<file path="src/rtl/ram_rd_pkg.sv">
// Shared types and constants for the RAM stream reader.
package ram_rd_pkg;

    // Output buffer depth. Two entries are enough to cover the RAM's
    // one-cycle read latency at full throughput.
    localparam int BUF_DEPTH = 2;

    typedef enum logic [1:0] {
        IDLE = 2'd0,
        RUN  = 2'd1,
        DONE = 2'd2
    } state_t;

endpackage

</file>
<file path="src/rtl/ram_rd_buf.sv">
// Two-entry synchronous FIFO holding read words until the consumer takes them.
module ram_rd_buf
    import ram_rd_pkg::*;
#(
    parameter int DATA_W = 32,
    localparam int CNT_W = $clog2(BUF_DEPTH + 1)
) (
    input  logic              clk,
    input  logic              rst_n,
    input  logic              push,
    input  logic [DATA_W-1:0] push_data,
    input  logic              pop,
    output logic [CNT_W-1:0]  count,
    output logic [DATA_W-1:0] head
);

    logic [DATA_W-1:0] mem [BUF_DEPTH];
    logic              wr_ptr;
    logic              rd_ptr;
    logic [CNT_W-1:0]  count_q;

    // Storage, pointers and occupancy. The issue logic upstream guarantees
    // that a push never arrives while the buffer is full.
    always_ff @(posedge clk) begin
        if (!rst_n) begin
            // NOTE: the two storage entries are reset as well, because the
            // head word drives the stream data output and must read 0 after reset.
            for (int i = 0; i < BUF_DEPTH; i++) begin
                mem[i] <= '0;
            end
            wr_ptr  <= 1'b0;
            rd_ptr  <= 1'b0;
            count_q <= '0;
        end else begin
            if (push) begin
                mem[wr_ptr] <= push_data;
                wr_ptr      <= ~wr_ptr;
            end
            if (pop) begin
                rd_ptr <= ~rd_ptr;
            end
            case ({push, pop})
                2'b10:   count_q <= count_q + CNT_W'(1);
                2'b01:   count_q <= count_q - CNT_W'(1);
                default: count_q <= count_q;
            endcase
        end
    end

    assign count = count_q;
    assign head  = mem[rd_ptr];

endmodule

</file>
<file path="src/rtl/ram_stream_reader.sv">
// Walks a contiguous address range on an SDP RAM read port and presents the
// words as a valid/ready stream with a last marker.
module ram_stream_reader
    import ram_rd_pkg::*;
#(
    parameter int DATA_W = 32,
    parameter int DEPTH  = 256,
    localparam int AW    = $clog2(DEPTH)
) (
    input  logic              clk,
    input  logic              rst_n,
    input  logic              start_i,
    input  logic [AW-1:0]     base_addr_i,
    input  logic [AW:0]       len_i,
    output logic              busy_o,
    output logic              done_o,
    output logic              ren_o,
    output logic [AW-1:0]     raddr_o,
    input  logic [DATA_W-1:0] rdata_i,
    output logic              m_valid_o,
    output logic [DATA_W-1:0] m_data_o,
    output logic              m_last_o,
    input  logic              m_ready_i
);

    localparam int CNT_W = $clog2(BUF_DEPTH + 1);

    state_t           state_q;
    state_t           state_d;
    logic [AW:0]      issue_cnt_q;   // reads still to be issued
    logic [AW:0]      beat_cnt_q;    // beats still to be delivered
    logic [AW-1:0]    addr_q;
    logic             inflight_q;    // a read was issued last cycle
    logic [CNT_W-1:0] buf_count;
    logic             pop;
    logic [2:0]       occupancy;

    assign pop       = m_valid_o & m_ready_i;
    assign m_valid_o = (buf_count != '0);
    assign m_last_o  = m_valid_o && (beat_cnt_q == (AW+1)'(1));
    assign raddr_o   = addr_q;

    // Words that will be held or pending once this cycle's pop completes.
    // A new read is issued only if it still fits in the buffer.
    assign occupancy = 3'(inflight_q) + 3'(buf_count) - 3'(pop);

    // State register.
    always_ff @(posedge clk) begin
        if (!rst_n) begin
            state_q <= IDLE;
        end else begin
            state_q <= state_d;
        end
    end

    // Next-state, status outputs and read issue.
    always_comb begin
        // NOTE: every output of this block gets a default here so that no
        // path through the case statement can leave one unassigned (latch).
        state_d = state_q;
        busy_o  = 1'b0;
        done_o  = 1'b0;
        ren_o   = 1'b0;
        case (state_q)
            IDLE: begin
                if (start_i) begin
                    state_d = (len_i == '0) ? DONE : RUN;
                end
            end
            RUN: begin
                busy_o = 1'b1;
                ren_o  = (issue_cnt_q != '0) && (occupancy < 3'd2);
                if (pop && (beat_cnt_q == (AW+1)'(1))) begin
                    state_d = DONE;
                end
            end
            DONE: begin
                done_o  = 1'b1;
                state_d = IDLE;
            end
            default: state_d = IDLE;
        endcase
    end

    // Transfer counters, read address and in-flight flag.
    always_ff @(posedge clk) begin
        if (!rst_n) begin
            issue_cnt_q <= '0;
            beat_cnt_q  <= '0;
            addr_q      <= '0;
            inflight_q  <= 1'b0;
        end else begin
            inflight_q <= ren_o;
            if (state_q == IDLE && start_i) begin
                issue_cnt_q <= len_i;
                beat_cnt_q  <= len_i;
                addr_q      <= base_addr_i;
            end else begin
                if (ren_o) begin
                    issue_cnt_q <= issue_cnt_q - (AW+1)'(1);
                    addr_q      <= addr_q + AW'(1);
                end
                if (pop) begin
                    beat_cnt_q <= beat_cnt_q - (AW+1)'(1);
                end
            end
        end
    end

    // Read data arrives one cycle after ren_o and goes straight into the buffer.
    ram_rd_buf #(
        .DATA_W (DATA_W)
    ) u_buf (
        .clk       (clk),
        .rst_n     (rst_n),
        .push      (inflight_q),
        .push_data (rdata_i),
        .pop       (pop),
        .count     (buf_count),
        .head      (m_data_o)
    );

endmodule

</file>
<file path="config.mk">
export PLATFORM = sky130hd
export DESIGN_NAME = ram_stream_reader
export DESIGN_NICKNAME = d
export VERILOG_FILES = /design/src/rtl/ram_rd_pkg.sv /design/src/rtl/ram_rd_buf.sv /design/src/rtl/ram_stream_reader.sv
export SDC_FILE = /design/constraint.sdc
export NUM_CORES = 1
export LEC_CHECK = 0
export CORE_ASPECT_RATIO = 1.25
export CORE_MARGIN = 2
export CORE_UTILIZATION = 46
export CTS_CLUSTER_SIZE = 10
export DETAILED_ROUTE_END_ITERATION = 8
export PLACE_DENSITY = 0.83
export SKIP_LAST_GASP = 1
export SLEW_MARGIN = 15
export SYNTH_ARGS = -nofsm -noshare
export SYNTH_HDL_FRONTEND = slang
export SYNTH_SLANG_ARGS = --single-unit
export TNS_END_PERCENT = 50
</file>
<file path="constraint.sdc">
create_clock -name clk -period 3.2 [get_ports clk]
set_input_delay 0.64 -clock clk [delete_from_list [all_inputs] [get_ports clk]]
set_output_delay 0.64 -clock clk [all_outputs]
set_load 0.01 [all_outputs]
</file>
==> flow_metrics.env, run 1 <==
export IMPL_outcome="complete, no violations"
export IMPL_cell_area_reported_after_detailed_placement_sq_um=5770
export IMPL_io_pins=98
export IMPL_grt_util_all_layers_pct=18.5
export IMPL_cp_cell_sequence="or4_1 -> nor4_1 -> and2_1 -> clkdlybuf4s50_1"
export IMPL_final_period_utilization_pct=93.7
export IMPL_static_leakage_power_uw=0.00223
export IMPL_setup_tns_ps=0
export IMPL_cap_viol_max_count=0
export IMPL_hold_viol=0
export IMPL_hold_end="issue_cnt_q[5]"
export IMPL_cell_types_with_the_largest_area_share_after_synthesis="sky130_fd_sc_hd__edfxtp_1 (42%), sky130_fd_sc_hd__dfxtp_1 (15%), sky130_fd_sc_hd__mux2_2 (9.0%)"
export IMPL_synth_top_cell_area_share_pct=41.7
export IMPL_rsz0062_at_grt="no"
export IMPL_ys_seq_elements=98
export IMPL_p_clk_share_pct=36.5
export IMPL_required_ps=2560
export IMPL_cts_reportedPaths_clkPinSlew_ps=70
export IMPL_r2r_cells=9
export IMPL_gpl_final_weighted_congestion=0.860
export IMPL_routed_via_density=5.37
export IMPL_postSynthNetCount=455
export IMPL_clockBufferDepth=2
export IMPL_tritoncts_num_buffers=9
export IMPL_wl_cell_microns=15.5
export IMPL_finalInstanceArea_sq_um=6100
export IMPL_final_period_minus_worst_setup_slack_ps=3000
export IMPL_timing_reg2reg_setup_slack_ps=580
export IMPL_wirelength_microns=9740
export IMPL_preCtsSetupSlack_ps=-501
export IMPL_synth_enable_flop_cells=64
export IMPL_drt_initial_drc_count=130
export IMPL_initial_utilization_pct=47.7
export IMPL_async_flop_share_pct=0
export IMPL_grt_antenna_before_repair=0
export IMPL_power_sequential_fraction_pct=46.0
export IMPL_clkSinkCount=98
export IMPL_remaining_drcs=0
export IMPL_max_freq_mhz=333
export IMPL_synthToLayoutAreaGrowth_pct=32.5
export IMPL_worstSetupEndpointType="output pin"
export IMPL_post_synth_top_count_cell="sky130_fd_sc_hd__and2_1"
export IMPL_timing_critical_path_fanout_max=5
export IMPL_hold_start="issue_cnt_q[5]"
export IMPL_ys_top_cells_by_count="sky130_fd_sc_hd__and2_1 (65), sky130_fd_sc_hd__edfxtp_1 (64), sky130_fd_sc_hd__mux2_2 (37)"
export IMPL_synth_cell_types=49
export IMPL_power_per_cell_area_nw_per_um2=538
export IMPL_share_comb_of_total_power_pct=17.5
export IMPL_netlist_area_sq_um=4610
export IMPL_final_net_count=554
export IMPL_relSlewSlack_pct=31.2
export IMPL_worst_slack_ps=201
export IMPL_dp_hpwl_microns=6560
export IMPL_min_delay_path_depth=2
export IMPL_via_count_of_the_first_global_routing_pass=3294
export IMPL_postRouteAntennaNets=0
export IMPL_total_vias_in_the_final_route=3366
export IMPL_rows=40
export IMPL_insertion_delay_ps=340
export IMPL_grt_max_degree=36
export IMPL_synth_area_per_cell_sq_um=11.6
export IMPL_r2r_end="raddr_o[6]"
export IMPL_grt_first_pass_wirelength_microns=15500
export IMPL_worstHoldPathType="reg2reg"
export IMPL_drtPass1Iterations=4
export IMPL_timing_max_transition_violations_final=0
export IMPL_insertedDiodeCount=0
export IMPL_worst_ep_arrival_time_ps=2360
export IMPL_drive_above_1_share_pct=15.4
export IMPL_irDropWorstVdd_uv=455
export IMPL_synth_yosys_seq_area_share_pct=56.5
export IMPL_cts_htree_levels=3
export IMPL_worst_slew_pin_transition_ps=1030
export IMPL_yosys_area_top_type="sky130_fd_sc_hd__edfxtp_1"
export IMPL_worst_r2r_src="u_buf.count[0]"
export IMPL_port_buffer_count=97
export IMPL_critical_path_max_stage_delay_ps=600
export IMPL_cts_tree="done"
export IMPL_worst_setup_path_start_kind="flop"
export IMPL_synth_flop_cell="sky130_fd_sc_hd__edfxtp_1"
export IMPL_ys_warnings_count=0
export IMPL_hold_buffers=0
export IMPL_switching_power_total_uw=761
export IMPL_postSynthCellCount=397
export IMPL_max_stage_delay_cell_worst_path="sky130_fd_sc_hd__or4_1"
export IMPL_switching_share_pct=23.2
export IMPL_core_area_sq_um=9660
export IMPL_final_setup_viol_count=0
export IMPL_power_report_internal_total_uw=2520
export IMPL_gr_total_overflow=0
export IMPL_die_x_microns=93.5
export IMPL_filler_instances=743
export IMPL_cts_root_buffer="sky130_fd_sc_hd__clkbuf_16"
export IMPL_skew_ps=7.97
export IMPL_timing_setup_critical_path_class="reg2out"
export IMPL_design_die_area_sq_um=10800
export IMPL_die_y_microns=116
-- sequential cells by signal, indices dropped and copies added (netlist names), 2 cells and up, named ones only --
name / cells
issue_cnt_q: 9
state_q: 2
beat_cnt_q: 9
raddr_o: 8
u_buf.count: 2
u_buf.mem: 64
-- area by class of cell --
type                            count  area, sq um  area share, %
Inverter                           10         37.5          0.615
Sequential cell                    98         2600           42.7
Timing Repair Buffer              111         1070           17.5
Tap cell                          126          158           2.58
Multi-Input combinational cell    266         1900           31.1
Clock buffer                       11          233           3.81
Clock inverter                      5          103           1.68
-- what timing repair did --
| item | 4_1_cts | 5_1_grt |
|---|---|---|
| setup buffers | 0 | 0 |
| resized for setup | 3 | 4 |
| setup endpoints to repair | 1 | 1 |
| pin swaps | 1 | 2 |
-- layout by cell type, fill, tap and decap left out, types with 13 or more instances in the layout --
| cell type | synthesis | routed |
|---|---|---|
| sky130_fd_sc_hd__buf_4 | 0 | 14 |
| sky130_fd_sc_hd__and2_1 | 65 | 65 |
| sky130_fd_sc_hd__nor2_1 | 16 | 16 |
| sky130_fd_sc_hd__nand2_1 | 18 | 18 |
| sky130_fd_sc_hd__dfxtp_1 | 34 | 33 |
| sky130_fd_sc_hd__edfxtp_1 | 64 | 64 |
| sky130_fd_sc_hd__a21oi_1 | 13 | 13 |
| sky130_fd_sc_hd__mux2_2 | 37 | 37 |
| sky130_fd_sc_hd__clkdlybuf4s50_1 | 0 | 95 |
-- routing by layer --
metal  up-vias  GRT usage, %  part of all wire, %
met5         -             0                    0
met1      1611          21.8                   40
met4         0          7.06                  1.4
met3         9          3.38                  5.3
li1       1640             -                    -
met2       106          33.6                   53
-- worst max-delay path by stage --
stage	from	to	slack, ps	depth (start not counted)
global route	u_buf.count[0]	ren_o	50	8
CTS	m_ready_i	ren_o	30	9
floorplan	m_ready_i	ren_o	190	8
detailed placement	m_ready_i	ren_o	-500	9
global placement	m_ready_i	ren_o	-480	9
finish	beat_cnt_q[2]	m_last_o	200	4
-- power groups by stage --
stage,Clock (uW),Sequential (uW),Combinational [uW]
after CTS,1220,1510,580
after floorplan,0,1520,315
final,1200,1510,575
after detailed placement,0,1530,577
after global routing,1270,1520,628
after global placement,0,1530,566
-- per-stage QoR --
step,cells,power [uW],util (%),hold slack (ps)
5_1_grt,627,3410,63.2,521
2_1_floorplan,397,1840,-,466
3_5_place_dp,611,2110,59.7,481
4_1_cts,627,3300,63.2,497
3_3_place_gp,611,2090,59.7,476
6_report,627,3280,63.2,499
-- kinds of logic after synthesis --
group / after synthesis / synth area share [%]
adders and majority gates: 5 / 1.52
buffers and inverters: 33 / 2.74
and+or+nand+nor: 146 / 18.3
xor gates and xnor gates: 12 / 2.28
muxes: 41 / 9.91
DFF: 98 / 56.5
AOI/OAI and AO/OA: 62 / 8.77
-- critical path, delay by kind of cell (launching register included) --
kind / cells / cell delay, ps
buffers and inverters: 1 / 530
DFF: 1 / 350
and+or+nand+nor: 3 / 1150
Note: power is estimated with default switching activity, not from simulation.
==> run 2, diff against run 1 <==
- CORE_MARGIN: 2 -> default
==> run 2 against run 1 <==
Net effect:
- sequential share of layout area down 0.23 points
- sequential power about the same
- sequential cell count unchanged
- count of clock-buffer cells in the layout up 2
- critical endpoint is now ren_o
==> flow_metrics.env, run 2 (synthesis results as in run 1) <==
export IMPL_outcome="complete, no violations"
export IMPL_dominant_delay_contributor_by_cell_family_on_the_critical_path="adder cells"
export IMPL_postRouteAntennaNets=0
export IMPL_drt_initial_drc_count=164
export IMPL_critical_path_max_stage_delay_ps=570
export IMPL_grt_antenna_before_repair=0
export IMPL_power_per_cell_area_nw_per_um2=531
export IMPL_mostFrequentLayoutCells="sky130_fd_sc_hd__clkdlybuf4s50_1 (95), sky130_fd_sc_hd__and2_1 (65), sky130_fd_sc_hd__edfxtp_1 (64)"
export IMPL_insertion_delay_ps=340
export IMPL_port_buffer_count=97
export IMPL_met2_usage_in_global_routing_pct=35.6
export IMPL_final_period_minus_worst_setup_slack_ps=3080
export IMPL_worst_hold_slack_ps=499
export IMPL_wirelength_microns=9920
export IMPL_drive_above_1_share_pct=16.5
export IMPL_final_period_utilization_pct=96.3
export IMPL_cap_viol_max_count=0
export IMPL_clockBufferDepth=2
export IMPL_worst_slew_pin_transition_ps=1050
export IMPL_design_die_area_sq_um=10400
export IMPL_gpl_final_weighted_congestion=0.850
export IMPL_timing_reg2reg_setup_slack_ps=460
export IMPL_top_register_by_number_of_flip_flops="u_buf.mem"
export IMPL_cts_tree="done"
export IMPL_routed_via_density=5.41
export IMPL_filler_instances=756
export IMPL_static_leakage_power_uw=0.00225
export IMPL_dp_hpwl_microns=6560
export IMPL_cts_root_buffer="sky130_fd_sc_hd__clkbuf_16"
export IMPL_cp_cell_sequence="dlygate4sd2_1 -> nor2b_2 -> o21bai_4 -> nand2_2 -> fa_1 -> nand3b_1 -> a211o_1 -> inv_2 -> buf_2"
export IMPL_gr_max_usage_layer="met2"
export IMPL_final_core_utilization_pct=63.5
export IMPL_cp_num_buf_inv=3
export IMPL_remaining_drcs=0
export IMPL_required_ps=2560
export IMPL_relSlewSlack_pct=29.8
export IMPL_grt_max_degree=36
export IMPL_preCtsSetupSlack_ps=-497
export IMPL_skew_ps=8.40
export IMPL_timing_max_transition_violations_final=0
export IMPL_timing_setup_critical_path_class="in2out"
export IMPL_irDropWorstVdd_uv=300
export IMPL_worst_slack_ps=118
export IMPL_worst_setup_path_start_kind="input pin"
export IMPL_worstHoldPathType="reg2reg"
export IMPL_use_met1_pct=24.9
export IMPL_grt_first_pass_wirelength_microns=16700
export IMPL_timing_critical_path_fanout_max=3
export IMPL_die_y_microns=114
export IMPL_drtPass1Iterations=4
export IMPL_max_freq_mhz=324
export IMPL_grt_use_met3_pct=4.67
export IMPL_worst_ep_arrival_time_ps=2440
export IMPL_core_area_sq_um=9660
export IMPL_cts_htree_levels=3
export IMPL_synthToLayoutAreaGrowth_pct=33.2
export IMPL_tritoncts_num_buffers=9
export IMPL_via_count_of_the_first_global_routing_pass=3470
export IMPL_cts_reportedPaths_clkPinSlew_ps=60
export IMPL_most_common_library_cell_in_the_layout_ignoring_fill_and_taps="sky130_fd_sc_hd__clkdlybuf4s50_1"
export IMPL_grt_util_all_layers_pct=20.3
export IMPL_worstSetupEndpointType="output pin"
export IMPL_hold_buffers=0
export IMPL_die_x_microns=91.5
export IMPL_insertedDiodeCount=0
export IMPL_initial_utilization_pct=47.7
export IMPL_total_vias_in_the_final_route=3405
export IMPL_final_net_count=556
export IMPL_largest_register_ff_count=64
export IMPL_gr_total_overflow=0
export IMPL_biggestRegsByFlops="u_buf.mem x64, beat_cnt_q x9, issue_cnt_q x9"
export IMPL_max_stage_delay_cell_worst_path="sky130_fd_sc_hd__fa_1"
export IMPL_total_power_uw=3260
export IMPL_clkSinkCount=98
export IMPL_rsz0062_at_grt="no"
export IMPL_final_setup_viol_count=0
export IMPL_hold_viol=0
export IMPL_wl_cell_microns=15.8
export IMPL_rows=40
export IMPL_io_pins=98
run 2: cell type report:
type	count	area (sq um)	share of cell area (%)
sequential	98	2600	42.4
tap	126	158	2.57
clock inverter	3	42.5	0.693
timing repair buffer	113	1080	17.7
clock buffer	13	293	4.77
inverter	10	37.5	0.612
multi-input combinational	266	1920	31.2
run 2: path summary, 6_finish.rpt:
kind	start	endpoint	cells after the start
min	issue_cnt_q[0]	issue_cnt_q[0]	2
min reg2reg	issue_cnt_q[0]	issue_cnt_q[0]	2
max	m_ready_i	ren_o	9
max reg2reg	u_buf.count[0]	raddr_o[6]	9
run 2: power breakdown:
part           total, uW  switching [uW]  internal [uW]
clock network       1170             446            721
registers           1510            64.8           1450
logic                582             266            316
run 2: metrics by stage:
| step | area, sq um | TNS, ps | instances |
|---|---|---|---|
| after floorplan | 4610 | 0 | 397 |
| after global placement | 5780 | -733 | 612 |
| after detailed placement | 5780 | -1100 | 612 |
| after CTS | 6130 | 0 | 629 |
| after global routing | 6140 | 0 | 629 |
| final | 6140 | 0 | 629 |
run 2: layer usage:
metal	share of wire [%]	vias up
met5	0	-
met1	42	1630
met4	1.5	0
li1	-	1641
met2	50	118
met3	6.0	16
run 2: worst min-delay path: stages (launching register included):
cell	delay, ps
sky130_fd_sc_hd__dfxtp_1	330
sky130_fd_sc_hd__nand3_1	70
sky130_fd_sc_hd__a21oi_1	50
run 2: what timing repair did:
| item | in CTS | in global routing |
|---|---|---|
| cloned | 0 | 0 |
| gates resized for setup | 10 | 2 |
| setup buffers | 1 | 0 |
| pin swaps | 4 | 1 |
| setup endpoints to repair | 1 | 1 |
==> run 3, diff against run 2 <==
- CORE_UTILIZATION: 46 -> 51
- PLACE_DENSITY: 0.83 -> 0.87
- clock period: 3.2 -> 3.1 ns (I/O delays scaled with it)
==> run 3 against run 2 <==
Net effect:
- sequential share of layout area is 0.88 points higher
- via count increased by 0.53%
- die area decreased by 9.6%
- final cell count down 0.95%
- clock skew increased by 0.57 ps
- highest routed layer unchanged
- first-iteration DRC count decreased by 1.8%
- sequential power is 3% higher
- count of clock-buffer cells in the layout stayed put
- global-route usage grew 2.2 points
- combinational power rose by 5.0%
- routed wire length grew 2.2%
- largest power group unchanged
- non-clock buffer count stayed put
==> flow_metrics.env, run 3 (synthesis results as in run 1) <==
export IMPL_min_delay_path_depth=2
export IMPL_cts_tree="done"
export IMPL_port_buffer_count=97
export IMPL_routed_via_density=5.49
export IMPL_skew_ps=8.98
export IMPL_wirelength_microns=10100
export IMPL_wl_cell_microns=16.3
export IMPL_core_area_sq_um=8700
export IMPL_switching_share_pct=26.3
export IMPL_clockBufferDepth=2
export IMPL_gr_total_overflow=0
export IMPL_insertion_delay_ps=370
export IMPL_via_count_of_the_first_global_routing_pass=3414
export IMPL_worst_setup_path_start_kind="input pin"
export IMPL_share_comb_of_total_power_pct=20.5
export IMPL_hold_start="raddr_o[7]"
export IMPL_worst_slew_pin_transition_ps=1080
export IMPL_biggestRegsByFlops="u_buf.mem x64, beat_cnt_q x9, issue_cnt_q x9"
export IMPL_worstSetupEndpointType="output pin"
export IMPL_synthToLayoutAreaGrowth_pct=30.5
export IMPL_power_per_cell_area_nw_per_um2=497
export IMPL_placedCellCount=606
export IMPL_static_leakage_power_uw=0.00220
export IMPL_worst_ep_arrival_time_ps=2390
export IMPL_timing_reg2reg_setup_slack_ps=360
export IMPL_final_setup_viol_count=0
export IMPL_die_y_microns=108
export IMPL_final_period_minus_worst_setup_slack_ps=3010
export IMPL_max_freq_mhz=332
export IMPL_insertedDiodeCount=0
export IMPL_drive_above_1_share_pct=16.9
export IMPL_clkSinkCount=98
export IMPL_drt_initial_drc_count=161
export IMPL_r2r_cells=9
export IMPL_final_period_utilization_pct=97.0
export IMPL_p_clk_share_pct=27.3
export IMPL_grt_util_all_layers_pct=22.5
export IMPL_top_register_by_number_of_flip_flops="u_buf.mem"
export IMPL_largest_register_ff_count=64
export IMPL_hold_end="raddr_o[7]"
export IMPL_power_report_internal_total_uw=2200
export IMPL_remaining_drcs=0
export IMPL_instances_no_fill=623
export IMPL_timing_setup_critical_path_class="in2out"
export IMPL_gpl_final_weighted_congestion=0.861
export IMPL_r2r_end="raddr_o[6]"
export IMPL_dp_hpwl_microns=6900
export IMPL_outcome="complete, no violations"
export IMPL_filler_instances=657
export IMPL_drtPass1Iterations=4
export IMPL_power_sequential_fraction_pct=52.3
export IMPL_postRouteAntennaNets=0
export IMPL_timing_max_transition_violations_final=0
export IMPL_cts_reportedPaths_clkPinSlew_ps=90
export IMPL_cap_viol_max_count=0
export IMPL_cts_root_buffer="sky130_fd_sc_hd__clkbuf_8"
export IMPL_hold_viol=0
export IMPL_rows=38
export IMPL_design_die_area_sq_um=9420
export IMPL_timing_critical_path_fanout_max=3
export IMPL_cts_htree_levels=3
export IMPL_worst_r2r_src="u_buf.count[0]"
export IMPL_switching_power_total_uw=784
export IMPL_most_common_library_cell_in_the_layout_ignoring_fill_and_taps="sky130_fd_sc_hd__clkdlybuf4s50_1"
export IMPL_hold_buffers=0
export IMPL_io_pins=98
export IMPL_die_x_microns=87.0
export IMPL_required_ps=2480
export IMPL_mostFrequentLayoutCells="sky130_fd_sc_hd__clkdlybuf4s50_1 (95), sky130_fd_sc_hd__and2_1 (65), sky130_fd_sc_hd__edfxtp_1 (64)"
export IMPL_relSlewSlack_pct=27.7
export IMPL_total_vias_in_the_final_route=3423
export IMPL_grt_antenna_before_repair=0
export IMPL_rsz0062_at_grt="yes"
export IMPL_initial_utilization_pct=52.9
export IMPL_grt_first_pass_wirelength_microns=15900
export IMPL_tritoncts_num_buffers=9
export IMPL_final_core_utilization_pct=69.1
export IMPL_final_net_count=556
export IMPL_irDropWorstVdd_uv=243
export IMPL_grt_max_degree=36
export IMPL_worstHoldPathType="reg2reg"
-- run 3: cell types whose count changed in the layout (fill, tap and decap cells not counted), sizes merged --
cell,previous run,this run
clkinv,1,2
bufinv,1,0
-- run 3: final cells by class --
class | instances | area [sq um] | area share [%]
inverters | 10 | 37.5 | 0.624
flip-flops and latches | 98 | 2600 | 43.3
clock buffers | 13 | 178 | 2.96
clock inverters | 3 | 21.3 | 0.354
multi-input cells | 266 | 1920 | 32.0
repair buffers | 113 | 1100 | 18.3
well taps | 120 | 150 | 2.50
-- run 3: how the worst max path moves through the flow --
stage	startpoint	endpoint	cells after the start
after floorplan	m_ready_i	ren_o	8
after global placement	m_ready_i	ren_o	9
after detailed placement	m_ready_i	ren_o	9
after CTS	u_buf.count[0]	ren_o	8
after global routing	beat_cnt_q[2]	m_last_o	4
final	m_ready_i	ren_o	9
-- run 3: power groups by stage --
stage	Sequential, uW	Combinational [uW]	Clock [uW]
after floorplan	1570	325	0
after global placement	1580	584	0
after detailed placement	1590	602	0
after CTS	1560	611	823
after global routing	1570	662	869
final	1560	611	814
-- run 3: timing repair --
item | in CTS | in global routing
setup endpoints to repair | 2 | 2
setup buffers | 1 | 0
pin swaps | 2 | 2
resized for setup | 6 | 7
-- run 3: worst max-delay path, stage by stage --
cell and delay, ps:
sky130_fd_sc_hd__dlygate4sd2_1 270, sky130_fd_sc_hd__nor2b_2 150, sky130_fd_sc_hd__o21bai_4 140, sky130_fd_sc_hd__nand2_2 80, sky130_fd_sc_hd__fa_1 570, sky130_fd_sc_hd__nand3b_1 90, sky130_fd_sc_hd__a211o_1 270, sky130_fd_sc_hd__inv_2 60
sky130_fd_sc_hd__buf_2 120
-- run 3: stage by stage --
stage	worst slack, ps	instance area [sq um]	total power (uW)	hold WS [ps]	setup TNS, ps
after floorplan	131	4610	1900	466	0
after global placement	-514	5780	2160	479	-1160
after detailed placement	-535	5780	2190	495	-1770
after CTS	-17.1	6000	2990	516	-17.1
after global routing	-7.71	6010	3100	541	-7.71
final	91.6	6010	2980	517	0
-- run 3: layer usage --
layer	track usage, %	wire (microns)	up-vias
met2	41.2	5450	111
li1	-	-	1642
met1	25.2	3970	1660
met5	0	0	-
met4	9.17	128	0
met3	4.66	592	10
